[src/rtl/imm_gen_pipe.sv]
// rtl/imm_gen_pipe.sv - RV32I immediate decoder feeding a 2-entry valid/ready buffer
module imm_gen_pipe #(
    parameter int XLEN  = 32,
    parameter int TAG_W = 5
) (
    input  logic             clk,
    input  logic             reset,
    input  logic             flush,
    input  logic             in_valid,
    output logic             in_ready,
    input  logic [31:0]      in_instr,
    input  logic [TAG_W-1:0] in_tag,
    output logic             out_valid,
    input  logic             out_ready,
    output logic [XLEN-1:0]  out_imm,
    output logic [2:0]       out_fmt,
    output logic             out_illegal,
    output logic [TAG_W-1:0] out_tag,
    output logic [15:0]      ill_count
);

    logic [31:0]      imm32;
    logic [XLEN-1:0]  dec_imm;
    logic [2:0]       dec_fmt;
    logic             dec_ill;

    // Every supported opcode ends in 2'b11, so a non-11 low pair falls into default.
    always_comb begin
        imm32   = '0;
        dec_fmt = 3'd7;
        dec_ill = 1'b1;
        case (in_instr[6:0])
            7'b0000011, 7'b0010011, 7'b1100111, 7'b1110011, 7'b0001111: begin
                imm32   = {{20{in_instr[31]}}, in_instr[31:20]};
                dec_fmt = 3'd1;
                dec_ill = 1'b0;
            end
            7'b0100011: begin
                imm32   = {{20{in_instr[31]}}, in_instr[31:25], in_instr[11:7]};
                dec_fmt = 3'd2;
                dec_ill = 1'b0;
            end
            7'b1100011: begin
                imm32   = {{20{in_instr[31]}}, in_instr[7], in_instr[30:25], in_instr[11:8], 1'b0};
                dec_fmt = 3'd3;
                dec_ill = 1'b0;
            end
            7'b0110111, 7'b0010111: begin
                imm32   = {in_instr[31:12], 12'b0};
                dec_fmt = 3'd4;
                dec_ill = 1'b0;
            end
            7'b1101111: begin
                imm32   = {{12{in_instr[31]}}, in_instr[19:12], in_instr[20], in_instr[30:21], 1'b0};
                dec_fmt = 3'd5;
                dec_ill = 1'b0;
            end
            7'b0110011: begin
                dec_fmt = 3'd0;
                dec_ill = 1'b0;
            end
            default: ;
        endcase
    end

    // imm32[31] equals instr[31] for every non-zero immediate, so widening it sign-extends correctly.
    assign dec_imm = XLEN'($signed(imm32));

    logic [XLEN-1:0]  imm_q [2];
    logic [2:0]       fmt_q [2];
    logic             ill_q [2];
    logic [TAG_W-1:0] tag_q [2];
    logic [1:0]       count;
    logic             push;
    logic             pop;

    assign in_ready  = !reset && !flush && (count != 2'd2);
    assign out_valid = (count != 2'd0);
    assign push      = in_valid && in_ready;
    assign pop       = out_valid && out_ready;

    assign out_imm     = out_valid ? imm_q[0] : '0;
    assign out_fmt     = out_valid ? fmt_q[0] : '0;
    assign out_illegal = out_valid ? ill_q[0] : 1'b0;
    assign out_tag     = out_valid ? tag_q[0] : '0;

    always_ff @(posedge clk) begin
        if (reset) begin
            count     <= 2'd0;
            ill_count <= 16'd0;
        end else if (flush) begin
            count <= 2'd0;
        end else begin
            if (pop) begin
                imm_q[0] <= imm_q[1];
                fmt_q[0] <= fmt_q[1];
                ill_q[0] <= ill_q[1];
                tag_q[0] <= tag_q[1];
            end
            // Slot for the new entry is the one just past the post-pop tail.
            if (push) begin
                if ((count == 2'd0) || (count == 2'd1 && pop)) begin
                    imm_q[0] <= dec_imm;
                    fmt_q[0] <= dec_fmt;
                    ill_q[0] <= dec_ill;
                    tag_q[0] <= in_tag;
                end else begin
                    imm_q[1] <= dec_imm;
                    fmt_q[1] <= dec_fmt;
                    ill_q[1] <= dec_ill;
                    tag_q[1] <= in_tag;
                end
            end
            if (push && !pop)
                count <= count + 2'd1;
            else if (pop && !push)
                count <= count - 2'd1;
            if (push && dec_ill && ill_count != 16'hFFFF)
                ill_count <= ill_count + 16'd1;
        end
    end

endmodule

[config.mk]
export PLATFORM = sky130hd
export DESIGN_NAME = imm_gen_pipe
export DESIGN_NICKNAME = d
export VERILOG_FILES = /design/src/rtl/imm_gen_pipe.sv
export SDC_FILE = /design/constraint.sdc
export NUM_CORES = 1
export LEC_CHECK = 0
export ABC_AREA = 1
export BUFFER_PORTS_ARGS = -buffer_cell sky130_fd_sc_hd__buf_4
export CAP_MARGIN = 20
export CORE_MARGIN = 2
export CORE_UTILIZATION = 55
export DETAILED_ROUTE_END_ITERATION = 16
export PLACE_DENSITY = 0.78
export SYNTH_ARGS = -nofsm -noshare
export SYNTH_HDL_FRONTEND = slang
export SYNTH_SLANG_ARGS = --single-unit
[constraint.sdc]
create_clock -name clk -period 6 [get_ports clk]
set_input_delay 0.3 -clock clk [delete_from_list [all_inputs] [get_ports clk]]
set_output_delay 0.3 -clock clk [all_outputs]
set_load 0.1 [all_outputs]
After elaboration in Yosys (flattened, before gate mapping)
Memory sizes are Yosys's and may differ from the RTL's.
Index checks and enable logic that the tools add are counted.
{"block": "totals", "regBits": 18, "ram_bits": 82, "in_bits": 42, "out_inout_bits": 59, "word_cells": 77, "n_memories": 4}
{"block": "classes", "addsub": 3, "n_eq_ne": 14, "mux": 27, "bitwise_logic": 5, "reduce_logical": 22}
{"memory": "imm_q", "depth": 2, "word_bits": 32, "rd": 2, "rd_ports_with_merged_regs": 0, "wr": 2, "line_no": "69", "text": "logic [XLEN-1:0] imm_q [2];"}
{"memory": "tag_q", "depth": 2, "word_bits": 5, "rd": 2, "rd_ports_with_merged_regs": 0, "wr": 2, "line_no": "72", "text": "logic [TAG_W-1:0] tag_q [2];"}
{"memory": "fmt_q", "depth": 2, "word_bits": 3, "rd": 2, "rd_ports_with_merged_regs": 0, "wr": 2, "line_no": "70", "text": "logic [2:0] fmt_q [2];"}
{"memory": "ill_q", "depth": 2, "word_bits": 1, "rd": 2, "rd_ports_with_merged_regs": 0, "wr": 2, "line_no": "71", "text": "logic ill_q [2];"}
{"operator": "one-hot mux 32 bit (5 select lines)", "n": 1}
{"operator": "2-to-1 mux 32 bit", "n": 2}
{"operator": "== test 7 bit (second input constant)", "n": 4}
{"operator": "== test 7 x 6 -> 1 bit (second input constant)", "n": 3}
{"operator": "one-hot mux 3 bit (6 select lines)", "n": 1}
{"operator": "2-to-1 mux 1 bit", "n": 17}
{"operator": "adder 16 x 1 -> 16 bit (second input constant)", "n": 1}
{"operator": "!= test 16 bit (second input constant)", "n": 1}
{"operator": "== test 7 x 5 -> 1 bit (second input constant)", "n": 2}
{"operator": "OR reduction 11 bit", "n": 1}
{"operator": "2-to-1 mux 5 bit", "n": 2}
{"operator": "logical AND 1 bit", "n": 9}
{"operator": "== test 7 x 2 -> 1 bit (second input constant)", "n": 1}
{"operator": "== test 7 x 4 -> 1 bit (second input constant)", "n": 1}
{"operator": "2-to-1 mux 3 bit", "n": 2}
{"operator": "OR reduction 5 bit", "n": 1}
{"operator": "logical NOT 1 bit", "n": 4}
{"operator": "2-to-1 mux 2 bit", "n": 2}
{"operator": "bitwise OR 1 bit", "n": 4}
{"operator": "nonzero test 2 bit", "n": 2}
{"operator": "OR reduction 2 bit", "n": 2}
{"operator": "adder 2 x 1 -> 2 bit (second input constant)", "n": 1}
{"operator": "== test 2 x 1 -> 1 bit (second input constant)", "n": 1}
{"operator": "logical NOT 2 bit", "n": 1}
{"operator": "other kinds (5)", "n": 5}

Logic depth before layout (Yosys ltp)
{"block": "logic_depth", "depth_word": 10, "ltp_mapped": 12, "depth_no_buf": 11}

Least setup slack after synthesis
OpenSTA, ideal clock, no wires.
{"block": "synth_timing", "kind": "flip-flop to flip-flop", "startpoint": "reg count[0]", "endpoint": "mem fmt_q[0][0] (enable)", "setup_time_ps": 496, "t_arrival_ps": 4445, "required_time_ps": 5504, "path_slack_ps": 1059, "stages_incl_launch_ff": 7, "n_path_buf": 1, "synth_period_minus_slack_ps": 4941, "cell_sequence": "dfxtp_1 > inv_1 > ha_1 > clkbuf_1 > inv_1 > nand2_1 > o21ai_0"}
{"element": "start, declared", "line_no": "73", "text": "logic [1:0] count;"}
{"element": "start signal, assigned", "line_no": "115", "text": "count <= count + 2'd1;"}
{"element": "start signal, assigned", "line_no": "117", "text": "count <= count - 2'd1;"}
{"element": "end, declared", "line_no": "70"}

==> flow_summary.ini <==
[status]
status = completed

[global_route]
grt.met1_usage = 0.286
grt_overflow = 0
top_usage_layer = met2
grt_pass1_vias = 3709
grt_start_max_net_pins = 49
grtUsageMet3 = 0.0373
antenna_found_initial = 0
gr-usage-met2 = 0.359
grt_usage = 0.213
grt_pass1_wl_um = 17200

[place]
dp_cells = 806
place_ws_ns = 2.48
dpl.hpwl_um = 7710
gp_congestion = 0.886
portBuffers = 100

[setup_path]
crit_start = count[0]
worstPathMaxFanout = 48
cp-start-kind = flop
ff2ff_path_depth = 8
regToRegEndpoint = imm_q[0][4]
path_class = reg -> reg
worstPathRequired_ns = 5.99
cp-end-kind = flop
r2r_slack_ns = 2.50
r2r-start = count[0]
arrival_ns = 3.50

[logic_synthesis]
ys_ff_latch = 100
synth_compound_area_frac = 0.0410
ys.warnings.count = 0
post_synth_instance_area_um2 = 5220
ys_types = 28
synth-simple-area-share = 0.306
yosysSeqAreaShare = 0.541
synth_top_family_by_area = simple AND/OR/NAND/NOR gates
synth_fp_nets = 641
syn_avg_cell_area_um2 = 8.79
syn_inst = 594
synthMuxAreaShare = 0
synth_fa_ha_area_frac = 0.0120
synthXorXnorAreaFrac = 0.0201

[cts]
htreeDepth = 3
clk_pin_slew_ns = 0.10
clock-sinks = 100
cts_root_buf = clkbuf_8
cts_tree = yes
post_cts_buffers = 0
postCtsHoldBufs = 0
cts_resized = 0
clockBufferDepth = 2
cts_made_buffers = 9
clk_latency_ns = 0.36

[power_and_ir_drop]
p_switching_uw = 419
power.share.clock = 0.286
p_int_uw = 977
power.leakage_uw = 0.00284
p_sw_frac = 0.300
pwr-share-seq = 0.550
total_power_uw = 1400
peakVddDrop_v = 0.000165
power_density_nw_per_um2 = 223
p_comb_frac = 0.164

[finish]
fillers = 741
antenna_cells = 0
seqCellArea_um2 = 2820
multi_input_area_um2 = 2000
syn2layout_area_growth_pct = 19.7
layout-drive-gt1-share = 0.261
fin_cells = 823
nets = 736

[route]
wl_per_cell_um = 13.1
ant_nets = 0
first_iter_violations = 238
drc = 0
vias = 4095
wirelength_um = 10700
avgViaCountPerCell = 4.98
firstDrtPassIters = 5

[sta]
tns_ns = 0
hold_viol = 0
finalSetupViolCount = 0
rsz0062_at_grt = false
finClkSkew_ns = 0.0131
fin_crit_sh = 0.584
relSlewSlack = 0.297
worst_pin_slew_ns = 1.05
fin_ws_ns = 2.50
post-route-min-period_ns = 3.50
max_freq_mhz = 286
finalMaxSlewViolations = 0

[floorplanning]
start_util = 0.565
die_w_um = 101
fp-row-count = 35
dieArea_um2 = 10300
io_pins = 101
core_region_area_um2 = 9240
die_h_um = 101

[worst_hold_path]
min_delay_path_depth = 1
hp-start = in_tag[1]
min_path_type = in -> reg
holdPathEnd = tag_q[0][6]

[run]
drv_cap = 0
[flip-flops by register name, summed over array words and instances, names as in the netlist]
name       flops
count          2
fmt_q          6
ill_count     16
ill_q          2
imm_q         64
tag_q         10
[power by group through the flow]
stage | sequential (uW) | combinational (uW) | clock (uW)
2_1_floorplan | 795 | 157 | 0
3_3_place_gp | 783 | 225 | 0
3_5_place_dp | 784 | 229 | 0
4_1_cts | 768 | 229 | 409
5_1_grt | 770 | 243 | 431
6_report | 768 | 229 | 399
[how the worst max path moves through the flow]
stage | to | slack (ns) | cells past startpoint
2_1_floorplan | fmt_q[0][0] | 1.06 | 6
3_3_place_gp | imm_q[0][28] | 2.57 | 8
3_5_place_dp | tag_q[0][1] | 2.48 | 8
4_1_cts | imm_q[0][4] | 2.46 | 8
5_1_grt | imm_q[0][4] | 2.19 | 8
6_report | imm_q[0][4] | 2.50 | 8
[layout by cell type (no fill, tap or decap)]
| cell type | instances |
|---|---|
| ha_1 | 5 |
| inv_8 | 1 |
| nand2_4 | 12 |
| nand2_1 | 192 |
| a21oi_2 | 9 |
| inv_6 | 3 |
| edfxtp_1 | 82 |
| o21ai_4 | 1 |
| buf_12 | 1 |
| clkbuf_1 | 1 |
| nor2_2 | 5 |
| o21ai_0 | 5 |
| xor2_1 | 4 |
| nor2_1 | 81 |
| o21bai_1 | 1 |
| clkbuf_8 | 9 |
| nand3_2 | 13 |
| clkinvlp_4 | 1 |
| inv_2 | 7 |
| o21a_1 | 1 |
| a31oi_1 | 8 |
| clkinv_4 | 1 |
| clkinv_1 | 1 |
| a21oi_1 | 8 |
| nor2_4 | 9 |
| buf_4 | 102 |
| inv_1 | 70 |
| nand2_2 | 7 |
| dfxtp_1 | 18 |
| nand4_1 | 3 |
| nand3_1 | 25 |
| xnor2_1 | 8 |
[through the flow]
stage | area (um^2) | utilization | hold slack [ns]
after global routing | 6250 | 0.676 | 0.101
after CTS | 6230 | 0.674 | 0.107
final | 6250 | 0.676 | 0.121
after global placement | 6050 | 0.654 | 0.490
after detailed placement | 6050 | 0.654 | 0.491
after floorplan | 5220 | - | 0.369
[cell usage after synthesis, drive strengths merged]
| library cell | n | area (um^2) |
|---|---|---|
| a21oi | 17 | 119 |
| a31oi | 8 | 50.1 |
| buf | 11 | 95.1 |
| clkbuf | 8 | 30.0 |
| clkinv | 1 | 3.75 |
| dfxtp | 18 | 360 |
| edfxtp | 82 | 2460 |
| ha | 5 | 62.6 |
| inv | 77 | 289 |
| nand2 | 211 | 900 |
| nand3 | 38 | 255 |
| nand4 | 3 | 18.8 |
| nor2 | 95 | 424 |
| o21a | 1 | 7.51 |
| o21ai | 6 | 30.0 |
| o21bai | 1 | 7.51 |
| xnor2 | 8 | 70.1 |
| xor2 | 4 | 35.0 |
[cell families (layout without fill, tap and decap cells)]
family,Yosys count,in the layout
simple gates,347,347
xor+xnor,12,12
buf+inv,97,197
fa+ha+maj,5,5
compound gates,33,33
flops,100,100
[layout make-up]
| cell class | count | area share |
|---|---|---|
| sequential | 100 | 0.452 |
| multi-input combinational | 397 | 0.321 |
| timing repair buffer | 103 | 0.126 |
| inverter | 78 | 0.0469 |
| tap | 129 | 0.0258 |
| clock buffer | 10 | 0.0204 |
| clock inverter | 6 | 0.00861 |
[routing by layer]
layer	routed length [um]	share of wire
met5	0	0
met4	166	0.015
met3	635	0.059
met2	5320	0.49
met1	4630	0.43
[critical path, stage by stage, from the launching register on]
cell,delay (ns)
dfxtp_1,0.33
inv_1,0.12
ha_1,0.16
buf_4,0.36
a21oi_1,0.15
nor2_4,0.84
inv_2,0.56
o21ai_4,0.15
buf_4,0.46
Note: power is estimated with default switching activity, not from simulation.
